<file path="config.mk">
export PLATFORM = sky130hd
export DESIGN_NAME = serial_sub16_flat
export DESIGN_NICKNAME = d
export VERILOG_FILES = /design/src/rtl/serial_sub16_pkg.sv /design/src/rtl/serial_sub16_if.sv /design/src/rtl/serial_sub16_fullsubtractor.sv /design/src/rtl/serial_sub16.sv /design/src/flat_wrapper.sv
export SDC_FILE = /design/constraint.sdc
export NUM_CORES = 1
export LEC_CHECK = 0
export CORE_UTILIZATION = 30
export CTS_CLUSTER_DIAMETER = 80
export CTS_CLUSTER_SIZE = 25
export DETAILED_ROUTE_END_ITERATION = 7
export GPL_TIMING_DRIVEN = 1
export PLACE_DENSITY_LB_ADDON = 0.15
export SETUP_SLACK_MARGIN = 0.02
export SLEW_MARGIN = 20
export SYNTH_ARGS = -nofsm -noshare
export SYNTH_HDL_FRONTEND = slang
export SYNTH_SLANG_ARGS = --single-unit
export TNS_END_PERCENT = 10
</file>
<file path="constraint.sdc">
create_clock -name clk -period 2 [get_ports clk]
set_clock_uncertainty 0.2 [all_clocks]
set_input_delay 0.4 -clock clk [delete_from_list [all_inputs] [get_ports clk]]
set_output_delay 0.4 -clock clk [all_outputs]
set_load 0.05 [all_outputs]
</file>
<file path="src/rtl/serial_sub16_pkg.sv">
// sub16_pkg: shared constants and types for the bit-serial subtractor.
//   SUB16_WIDTH : default operand/result width
//   state_e     : controller states (IDLE, RUN, DONE)
//   cnt_width() : bit counter width for a given operand width
package sub16_pkg;

    localparam int SUB16_WIDTH = 16;

    typedef enum logic [1:0] {
        ST_IDLE = 2'd0,
        ST_RUN  = 2'd1,
        ST_DONE = 2'd2
    } state_e;

    // Counter only has to reach WIDTH-1, so $clog2(WIDTH) bits suffice.
    function automatic int cnt_width(input int width);
        return (width > 1) ? $clog2(width) : 1;
    endfunction

endpackage

</file>
<file path="src/rtl/serial_sub16_if.sv">
// serial_sub16_if: start/busy/done handshake plus operand/result bus.
//   master : drives start, a, b; observes busy, done, diff, borrow (ovf)
//   slave  : the subtractor side
//   ovf exists only when SERIAL_SUB16_OVF_EN is defined.
interface serial_sub16_if #(
    parameter int WIDTH = sub16_pkg::SUB16_WIDTH
);
    logic             start;
    logic [WIDTH-1:0] a;
    logic [WIDTH-1:0] b;
    logic             busy;
    logic             done;
    logic [WIDTH-1:0] diff;
    logic             borrow;
`ifdef SERIAL_SUB16_OVF_EN
    logic             ovf;

    modport master (output start, a, b, input busy, done, diff, borrow, ovf);
    modport slave  (input start, a, b, output busy, done, diff, borrow, ovf);
`else
    modport master (output start, a, b, input busy, done, diff, borrow);
    modport slave  (input start, a, b, output busy, done, diff, borrow);
`endif
endinterface

</file>
<file path="src/rtl/serial_sub16_fullsubtractor.sv">
// fullsubtractor: one-bit subtract cell, the subtract twin of the fulladder.
//   x, y : minuend / subtrahend bit
//   bin  : borrow in
//   d    : difference bit
//   bout : borrow out
module fullsubtractor (
    input  logic x,
    input  logic y,
    input  logic bin,
    output logic d,
    output logic bout
);
    assign d    = x ^ y ^ bin;
    assign bout = (~x & y) | (~(x ^ y) & bin);
endmodule

</file>
<file path="src/rtl/serial_sub16.sv">
// serial_sub16: bit-serial two's-complement subtractor, diff = a - b,
// LSB first, one bit per clock through a single fullsubtractor cell.
//   clk, rst : clock, synchronous active-high reset
//   bus      : serial_sub16_if.slave (start/a/b in; busy/done/diff/borrow out)
// Optional signed-overflow output enabled by SERIAL_SUB16_OVF_EN.
module serial_sub16
    import sub16_pkg::*;
#(
    parameter int WIDTH = SUB16_WIDTH
) (
    input  logic           clk,
    input  logic           rst,
    serial_sub16_if.slave  bus
);
    localparam int CW = cnt_width(WIDTH);

    localparam logic [1:0] S_IDLE = ST_IDLE;
    localparam logic [1:0] S_RUN  = ST_RUN;
    localparam logic [1:0] S_DONE = ST_DONE;

    localparam logic [CW-1:0] CNT_LAST = CW'(WIDTH - 1);

    logic [1:0]       state_q, state_d;
    logic [CW-1:0]    cnt_q, cnt_d;
    logic [WIDTH-1:0] a_q, a_d;
    logic [WIDTH-1:0] b_q, b_d;
    logic [WIDTH-1:0] diff_q, diff_d;
    logic             bor_q, bor_d;
    logic             d_bit, bout_bit;
`ifdef SERIAL_SUB16_OVF_EN
    logic             ovf_q, ovf_d;
`endif

    fullsubtractor u_cell (
        .x   (a_q[0]),
        .y   (b_q[0]),
        .bin (bor_q),
        .d   (d_bit),
        .bout(bout_bit)
    );

    always_comb begin
        state_d = state_q;
        cnt_d   = cnt_q;
        a_d     = a_q;
        b_d     = b_q;
        diff_d  = diff_q;
        bor_d   = bor_q;
`ifdef SERIAL_SUB16_OVF_EN
        ovf_d   = ovf_q;
`endif
        case (state_q)
            S_IDLE, S_DONE: begin
                if (bus.start) begin
                    state_d = S_RUN;
                    a_d     = bus.a;
                    b_d     = bus.b;
                    diff_d  = '0;
                    bor_d   = 1'b0;
                    cnt_d   = '0;
`ifdef SERIAL_SUB16_OVF_EN
                    ovf_d   = 1'b0;
`endif
                end else if (state_q == S_DONE) begin
                    state_d = S_IDLE;
                end
            end
            S_RUN: begin
                a_d    = a_q >> 1;
                b_d    = b_q >> 1;
                diff_d = {d_bit, diff_q[WIDTH-1:1]};
                bor_d  = bout_bit;
                cnt_d  = cnt_q + 1'b1;
                if (cnt_q == CNT_LAST) begin
                    state_d = S_DONE;
`ifdef SERIAL_SUB16_OVF_EN
                    // On the last bit the operand MSBs have shifted down to bit 0.
                    ovf_d   = (a_q[0] ^ b_q[0]) & (d_bit ^ a_q[0]);
`endif
                end
            end
            default: state_d = S_IDLE;
        endcase
    end

    always_ff @(posedge clk) begin
        if (rst) begin
            state_q <= S_IDLE;
            cnt_q   <= '0;
            a_q     <= '0;
            b_q     <= '0;
            diff_q  <= '0;
            bor_q   <= 1'b0;
`ifdef SERIAL_SUB16_OVF_EN
            ovf_q   <= 1'b0;
`endif
        end else begin
            state_q <= state_d;
            cnt_q   <= cnt_d;
            a_q     <= a_d;
            b_q     <= b_d;
            diff_q  <= diff_d;
            bor_q   <= bor_d;
`ifdef SERIAL_SUB16_OVF_EN
            ovf_q   <= ovf_d;
`endif
        end
    end

    assign bus.busy   = (state_q == S_RUN);
    assign bus.done   = (state_q == S_DONE);
    assign bus.diff   = diff_q;
    assign bus.borrow = bor_q;
`ifdef SERIAL_SUB16_OVF_EN
    assign bus.ovf    = ovf_q;
`endif

endmodule

</file>
<file path="src/flat_wrapper.sv">
// flat-port wrapper written by rule: the top's interface ports become plain ports
module serial_sub16_flat import sub16_pkg::*;
#(
    parameter int WIDTH = SUB16_WIDTH
)
  (clk, rst, bus_start, bus_a, bus_b, bus_busy, bus_done, bus_diff, bus_borrow);
  serial_sub16_if #(.WIDTH(WIDTH)) bus_i ();
  input  logic clk;
  input  logic rst;
  input wire logic [$bits(bus_i.start)-1:0] bus_start;
  input wire logic [$bits(bus_i.a)-1:0] bus_a;
  input wire logic [$bits(bus_i.b)-1:0] bus_b;
  output wire logic [$bits(bus_i.busy)-1:0] bus_busy;
  output wire logic [$bits(bus_i.done)-1:0] bus_done;
  output wire logic [$bits(bus_i.diff)-1:0] bus_diff;
  output wire logic [$bits(bus_i.borrow)-1:0] bus_borrow;
  assign bus_i.start = bus_start;
  assign bus_i.a = bus_a;
  assign bus_i.b = bus_b;
  assign bus_busy = bus_i.busy;
  assign bus_done = bus_i.done;
  assign bus_diff = bus_i.diff;
  assign bus_borrow = bus_i.borrow;
  serial_sub16 #(.WIDTH(WIDTH)) u_core (.clk(clk), .rst(rst), .bus(bus_i));
endmodule
</file>
Yosys cells after proc, flatten, opt, wreduce, memory -nomap -nowiden
Cells that the tools add are included.
{"block": "classes", "add_sub_neg": 1, "multipliers": 0, "div": 0, "n_lt_le_gt_ge": 0, "n_eq_ne": 6, "shift": 0, "muxes": 14, "bitwise_logic": 7, "reduce_logical": 5}
{"cell": "$pmux 16 s2", "count": 3}
{"cell": "$mux 16", "count": 3}
{"cell": "$pmux 4 s2", "count": 1}
{"cell": "$mux 2", "count": 3}
{"cell": "$add 4x1->4 const B", "count": 1}
{"cell": "$eq 4x4->1 const B", "count": 1}
{"cell": "$mux 4", "count": 1}
{"cell": "$pmux 2 s2", "count": 1}
{"cell": "$reduce_and 2->1", "count": 2}
{"cell": "$ne 3x3->1 const B", "count": 1}
{"cell": "$and 1x1->1", "count": 2}
{"cell": "$eq 2x1->1 const B", "count": 1}
{"cell": "$eq 2x2->1 const B", "count": 1}
{"cell": "$logic_not 2->1", "count": 1}
{"cell": "$ne 2x1->1 const B", "count": 1}
{"cell": "$ne 2x2->1 const B", "count": 1}
{"cell": "$not 1->1", "count": 2}
{"cell": "$pmux 1 s2", "count": 1}
{"cell": "$reduce_bool 2->1", "count": 1}
{"cell": "$reduce_or 2->1", "count": 1}
{"cell": "$xor 1x1->1", "count": 2}
{"cell": "$mux 1", "count": 1}
{"cell": "$or 1x1->1", "count": 1}
{"block": "word_totals", "regBits": 55, "latchBits": 0, "ramBits": 0, "mem_bits_ro": 0, "in_bits": 35, "out_inout_bits": 19, "elab_cells": 39, "mem_count": 0}

Logic depth before layout (Yosys ltp)
Gate-level depths: netlist of the first run.
{"block": "logic_depth", "ltp_word": 5, "depth_mapped": 5, "ltp_nobuf": 4}

Modules after synthesis
Synthesis of the first run repeated with hierarchy kept, for this count alone.
{"block": "unflattened", "cells_unflattened": 270, "hier_area_um2": 2249.7}
{"module": "serial_sub16", "instances": 1, "cells_per_inst": 266, "area_each_um2": 2218.4}
{"module": "fullsubtractor", "instances": 1, "cells_per_inst": 4, "area_each_um2": 31.3}

Worst setup path after synthesis of the first run
Ideal clock, no wire load.
{"block": "synth_path", "kind": "register -> output", "start": "register u_core.state_q[1]", "end": "output bus_done", "arrival_time_ns": 1.033, "path_slack_ns": 0.367, "stages_incl_launch_ff": 2, "path_cell_list": "dfxtp_1 > nor2b_1"}
{"block": "synth_between", "elab_chain_cells": 1}
{"item": "start: declaration", "line": "serial_sub16.sv:23", "source": "logic [1:0] state_q, state_d;"}
{"item": "start signal: assignment", "line": "serial_sub16.sv:98", "source": "state_q <= state_d;"}
{"item": "$eq 2x2->1", "line": "serial_sub16.sv:111", "source": "assign bus.done = (state_q == S_DONE);"}
{"item": "end: declaration", "line": "flat_wrapper.sv:14", "source": "output wire logic [$bits(bus_i.done)-1:0] bus_done;"}
Every way passes these cells.

Worst setup path after layout of the first run
{"block": "layout_path", "start": "register u_core.state_q[0]", "end": "output bus_busy"}
{"block": "layout_between", "elab_chain_cells": 1}
{"item": "$eq 2x1->1", "line": "serial_sub16.sv:110", "source": "assign bus.busy = (state_q == S_RUN);"}
{"item": "end: declaration", "line": "flat_wrapper.sv:13", "source": "output wire logic [$bits(bus_i.busy)-1:0] bus_busy;"}
Every way passes these cells.

==> flow_summary.ini, run 1 <==
[run_status]
status = finished, final reports clean

[sta]
timing.final.crit_period_ns = 1.86
timing.final.crit_share_pct = 93.2
finalMaxSlewViolations = 0
worst_pin_slew_ns = 0.367
finalSetupViolations = 0
max_freq_ghz = 0.537
rsz0062_at_grt = no
tns_ns = 0
worst_slack_ns = 0.137
relSlewSlack_pct = 75.5
finalHoldViolations = 0
whs_ns = 0.233

[setup_path]
critPathMaxFanout = 7
end_kind = output pin
arrival_ns = 1.26
start_kind = register
crit_required_ns = 1.40
critPathKind = register to output pin

[drt]
firstDrtPassIters = 4
route.detailed.drc = 0
wl_met3_um = 299
drt-vias-per-instance = 4.75
wirelength_mm = 5.33
drt_iter0_markers = 88
dr.max_layer_used = met4
met1_length_mm = 2.67
met2WireLength_mm = 2.32
detail_route.wl_per_cell_um = 12.5
ant_nets = 0
dr_total_vias = 2030

[synth]
synth_edf_count = 0
yosysMostFrequentCell = nand2_1
avgSynthCellArea_um2 = 8.14
ys_seq_area_share_pct = 47.6
synthCells = 284
synth.cells.most_frequent = nand2_1, dfxtp_1, nor2_1
synth_top_area_share_pct = 47.6
yosysTopAreaCell = dfxtp_1
yosys_warnings = 0
synthArstFlopShare_pct = 0
synth_area_leaders = dfxtp_1, nand2_1, a311oi_1
synth_flop_cell = dfxtp_1
ys_ff_latch = 55
syn_area_um2 = 2310
ys_types = 23
syn_nets = 321

[global_routing]
grt_max_degree = 53
antenna_found_initial = 0
overflow = 0
grt_use_total_pct = 14.0
grt_pass1_wl_mm = 9.29
grt_pass1_vias = 1953

[layout]
area_growth_pct = 27.6
antenna_cells = 0
nFillCells = 759
nets = 364
final_util_pct = 40.2
drive_gt1_share_pct = 12.5
final_cell_area_um2 = 2950
stdcell_count = 427

[min_path]
hold_path.class = register to register

[power]
peakVddDrop_mv = 0.249
power-per-cell-area_nw_per_um2 = 730
p_total_mw = 2.15
leakage_nw = 1.09

[floorplan]
initial_core_util_pct = 31.5
dieArea_um2 = 8060
die_h_um = 89.8
num_rows = 31
core-area_um2 = 7330
io_pins = 54
die_w_um = 89.8

[placement]
gp_congestion = 0.707
place_area_um2 = 2860
dp_hpwl_mm = 3.42
pre_cts_slack_ns = 0.0273
post-place-cells = 419
numPortBuffers = 53

[clock_tree]
cts-root-buf = clkbuf_8
numCtsBuffers = 5
cts_tree = yes
path_clk_slew_ns = 0.09
cts_resized = 0
clock-sinks = 55
post-cts-setup-buffers = 0
htreeDepth = 2
worstSkewPairLatency_ns = 0.30
cts_buffer_depth = 2
cts_hold_buf = 0

[run]
cap_violations = 0
-- final cells by class --
type / count / area (um2) / share of cell area [%]
Clock buffer: 6 / 72.6 / 2.46
Sequential cell: 55 / 1100 / 37.4
Timing Repair Buffer: 63 / 603 / 20.5
Inverter: 2 / 7.51 / 0.255
Multi-Input combinational cell: 200 / 1030 / 34.8
Clock inverter: 2 / 12.5 / 0.424
Tap cell: 99 / 124 / 4.20
-- where the power goes --
part	switching (mW)	leakage, nW	internal (mW)
clock network	0.351	0.0412	0.246
registers	0.0381	0.451	1.16
logic	0.194	0.602	0.160
total	0.584	1.09	1.57
-- per-layer routing --
layer	GRT usage, %	vias to the layer above
met5	0	-
met4	3.69	0
met3	4.82	2
met2	21.6	44
met1	18.6	924
li1	-	1060
-- critical path: stages (launching register included) --
cell and delay (ns):
dfxtp_1 0.42, nand2b_2 0.14, inv_1 0.23, buf_12 0.18
-- state kept, by name (all words and copies together), names as in the netlist --
register,flops
u_core.state_q,2
u_core.bus.borrow,1
u_core.bus.diff,16
u_core.b_q,16
u_core.a_q,16
u_core.cnt_q,4
-- final timing paths --
kind,from,endpoint,slack [ns],cells after the start
min,u_core.state_q[1],u_core.state_q[1],0.23,1
max,u_core.state_q[0],bus_busy,0.14,3
min reg2reg,u_core.state_q[1],u_core.state_q[1],0.23,1
max reg2reg,u_core.state_q[1],u_core.b_q[1],0.47,4
-- layout by cell type (no fill, tap or decap) --
cell / instances
a211oi_1: 1
a21oi_1: 23
a311oi_1: 30
buf_12: 4
buf_2: 1
buf_4: 25
clkbuf_1: 1
clkbuf_8: 5
clkdlybuf4s50_1: 33
clkinv_2: 1
clkinvlp_4: 1
dfxtp_1: 55
fa_1: 1
ha_1: 1
inv_1: 2
mux2_2: 1
nand2_1: 79
nand2b_1: 2
nand2b_2: 2
nand3_1: 22
nand4_1: 1
nor2_1: 31
nor2b_1: 1
nor2b_2: 1
nor3_1: 1
o211ai_1: 1
o21ai_0: 1
or3_1: 1
-- cells by family after synthesis --
logic type               share of synthesized area, %
buffers and inverters                            8.23
AO/OA/AOI/OAI                                    17.2
multiplexers                                    0.487
adder cells (fa/ha/maj)                          1.41
flip-flops                                       47.6
AND/OR/NAND/NOR                                  25.0
Note: power is estimated with default switching activity, not from simulation.
==> run 2, diff against run 1 <==
--- a/config.mk
+++ b/config.mk
@@ -10,7 +10,6 @@
 export CTS_CLUSTER_SIZE = 25
 export DETAILED_ROUTE_END_ITERATION = 7
 export GPL_TIMING_DRIVEN = 1
-export PLACE_DENSITY_LB_ADDON = 0.15
 export SETUP_SLACK_MARGIN = 0.02
 export SLEW_MARGIN = 20
 export SYNTH_ARGS = -nofsm -noshare
==> run 2 against run 1 <==
  * Clock power up 21%
  * Non-clock buffer count down 1
  * Routed wire length up 1.6%
  * Worst setup slack better by 0.033 ns
  * Combinational power up 2%
==> flow_summary.ini, run 2 (synthesis results as in run 1) <==
[power]
power_frac_seq_pct = 52.5
power-per-cell-area_nw_per_um2 = 769
p_int_mw = 1.69
switchingPower_uw = 595
p_clk_share_pct = 31.7
peakVddDrop_mv = 0.287
comb_power_share_pct = 15.8
leakage_nw = 1.10
p_sw_share_pct = 26.0

[setup_path]
path_cells = nand2b_2, inv_1, buf_12
end_kind = output pin
critPathMaxFanout = 6
crit_family = flip-flops
arrival_ns = 1.23
crit_required_ns = 1.40
r2r-end = u_core.cnt_q[2]
start_kind = register
crit_slowest_cell = dfxtp_1
critPathMaxStageDelay_ns = 0.43
reg2regPathDepth = 4
crit_buf_inv = 2
r2r-start = u_core.state_q[1]
rrSetupSlack_ns = 0.38
critPathKind = register to output pin

[layout]
nets = 363
seqCellArea_um2 = 1100
antenna_cells = 0
drive_gt1_share_pct = 12.3
nFillCells = 762
final_common_cell = nand2_1
stdcell_count = 425
multi_input_area_um2 = 1030
area_growth_pct = 28.7
final_cell_area_um2 = 2970
final_cell_mix = nand2_1, dfxtp_1, clkdlybuf4s50_1, nor2_1, a311oi_1

[clock_tree]
htreeDepth = 2
worstSkewPairLatency_ns = 0.30
clock-sinks = 55
cts_resized = 0
cts_hold_buf = 0
post-cts-setup-buffers = 0
cts_buffer_depth = 2
numCtsBuffers = 5
cts-root-buf = clkbuf_8
path_clk_slew_ns = 0.09
cts_tree = yes

[placement]
place_area_um2 = 2870
gp_congestion = 0.714
post-place-cells = 418
dp_hpwl_mm = 3.43
pre_cts_slack_ns = 0.00734
numPortBuffers = 53

[run]
cap_violations = 0

[drt]
drt-vias-per-instance = 4.90
firstDrtPassIters = 5
wirelength_mm = 5.42
ant_nets = 0
drt_iter0_markers = 131
detail_route.wl_per_cell_um = 12.7
route.detailed.drc = 0
dr_total_vias = 2082

[run_status]
status = finished, final reports clean

[global_routing]
grt_use_total_pct = 13.7
grt_use_met1_pct = 18.3
grt_pass1_vias = 1983
antenna_found_initial = 0
busiest_layer = met2
grt_max_degree = 41
grt_pass1_wl_mm = 9.18
use_met3_pct = 4.31
grt_use_met2_pct = 21.5
overflow = 0

[floorplan]
die_h_um = 89.8
initial_core_util_pct = 31.5
num_rows = 31
core-area_um2 = 7330
io_pins = 54
die_w_um = 89.8
dieArea_um2 = 8060

[sta]
worst_pin_slew_ns = 0.370
tns_ns = 0
timing.final.crit_share_pct = 91.5
relSlewSlack_pct = 75.4
max_freq_ghz = 0.547
finalHoldViolations = 0
rsz0062_at_grt = no
timing.final.crit_period_ns = 1.83
whs_ns = 0.233
finalMaxSlewViolations = 0
worst_slack_ns = 0.170
finalSetupViolations = 0

[min_path]
hp-start = u_core.state_q[1]
hold_end = u_core.state_q[1]
hold_depth = 1
hold_path.class = register to register
-- run 2: cell types whose count changed in the layout (fill, tap and decap cells not counted) --
cell / delta
buf_12: +1
clkinv_2: -1
clkbuf_1: -1
bufinv_16: +1
buf_4: -2
-- run 2: worst max-delay path by stage --
stage                      start       endpoint  depth (start not counted)
6_report       u_core.state_q[0]       bus_busy                          3
5_1_grt        u_core.state_q[0]       bus_busy                          3
4_1_cts        u_core.state_q[0]       bus_busy                          3
3_5_place_dp           bus_start  u_core.a_q[9]                          5
3_3_place_gp           bus_start  u_core.b_q[2]                          5
2_1_floorplan  u_core.state_q[1]       bus_done                          1
-- run 2: through the flow --
stage / util [%] / power, mW
after detailed placement: 39.1 / 1.59
final: 40.6 / 2.29
after floorplan: - / 1.46
after CTS: 40.6 / 2.32
after global placement: 39.1 / 1.58
after global routing: 40.6 / 2.41
-- run 2: power by group through the flow --
stage	registers (mW)	clock network [mW]	logic [mW]
finish	1.20	0.725	0.360
global placement	1.23	0	0.356
detailed placement	1.23	0	0.361
CTS	1.20	0.750	0.363
floorplan	1.23	0	0.236
global route	1.21	0.794	0.403
-- run 2: per-layer routing --
metal / up-vias / share of wire [%]
li1: 1056 / -
met5: - / 0
met2: 51 / 44
met1: 971 / 49
met3: 4 / 6.1
met4: 0 / 0.74
-- run 2: area by class of cell --
| cell class | count | share of cell area [%] |
|---|---|---|
| sequential | 55 | 37.0 |
| multi-input combinational | 200 | 34.5 |
| timing repair buffer | 62 | 20.4 |
| tap | 99 | 4.16 |
| clock buffer | 5 | 2.31 |
| clock inverter | 2 | 1.26 |
| inverter | 2 | 0.252 |
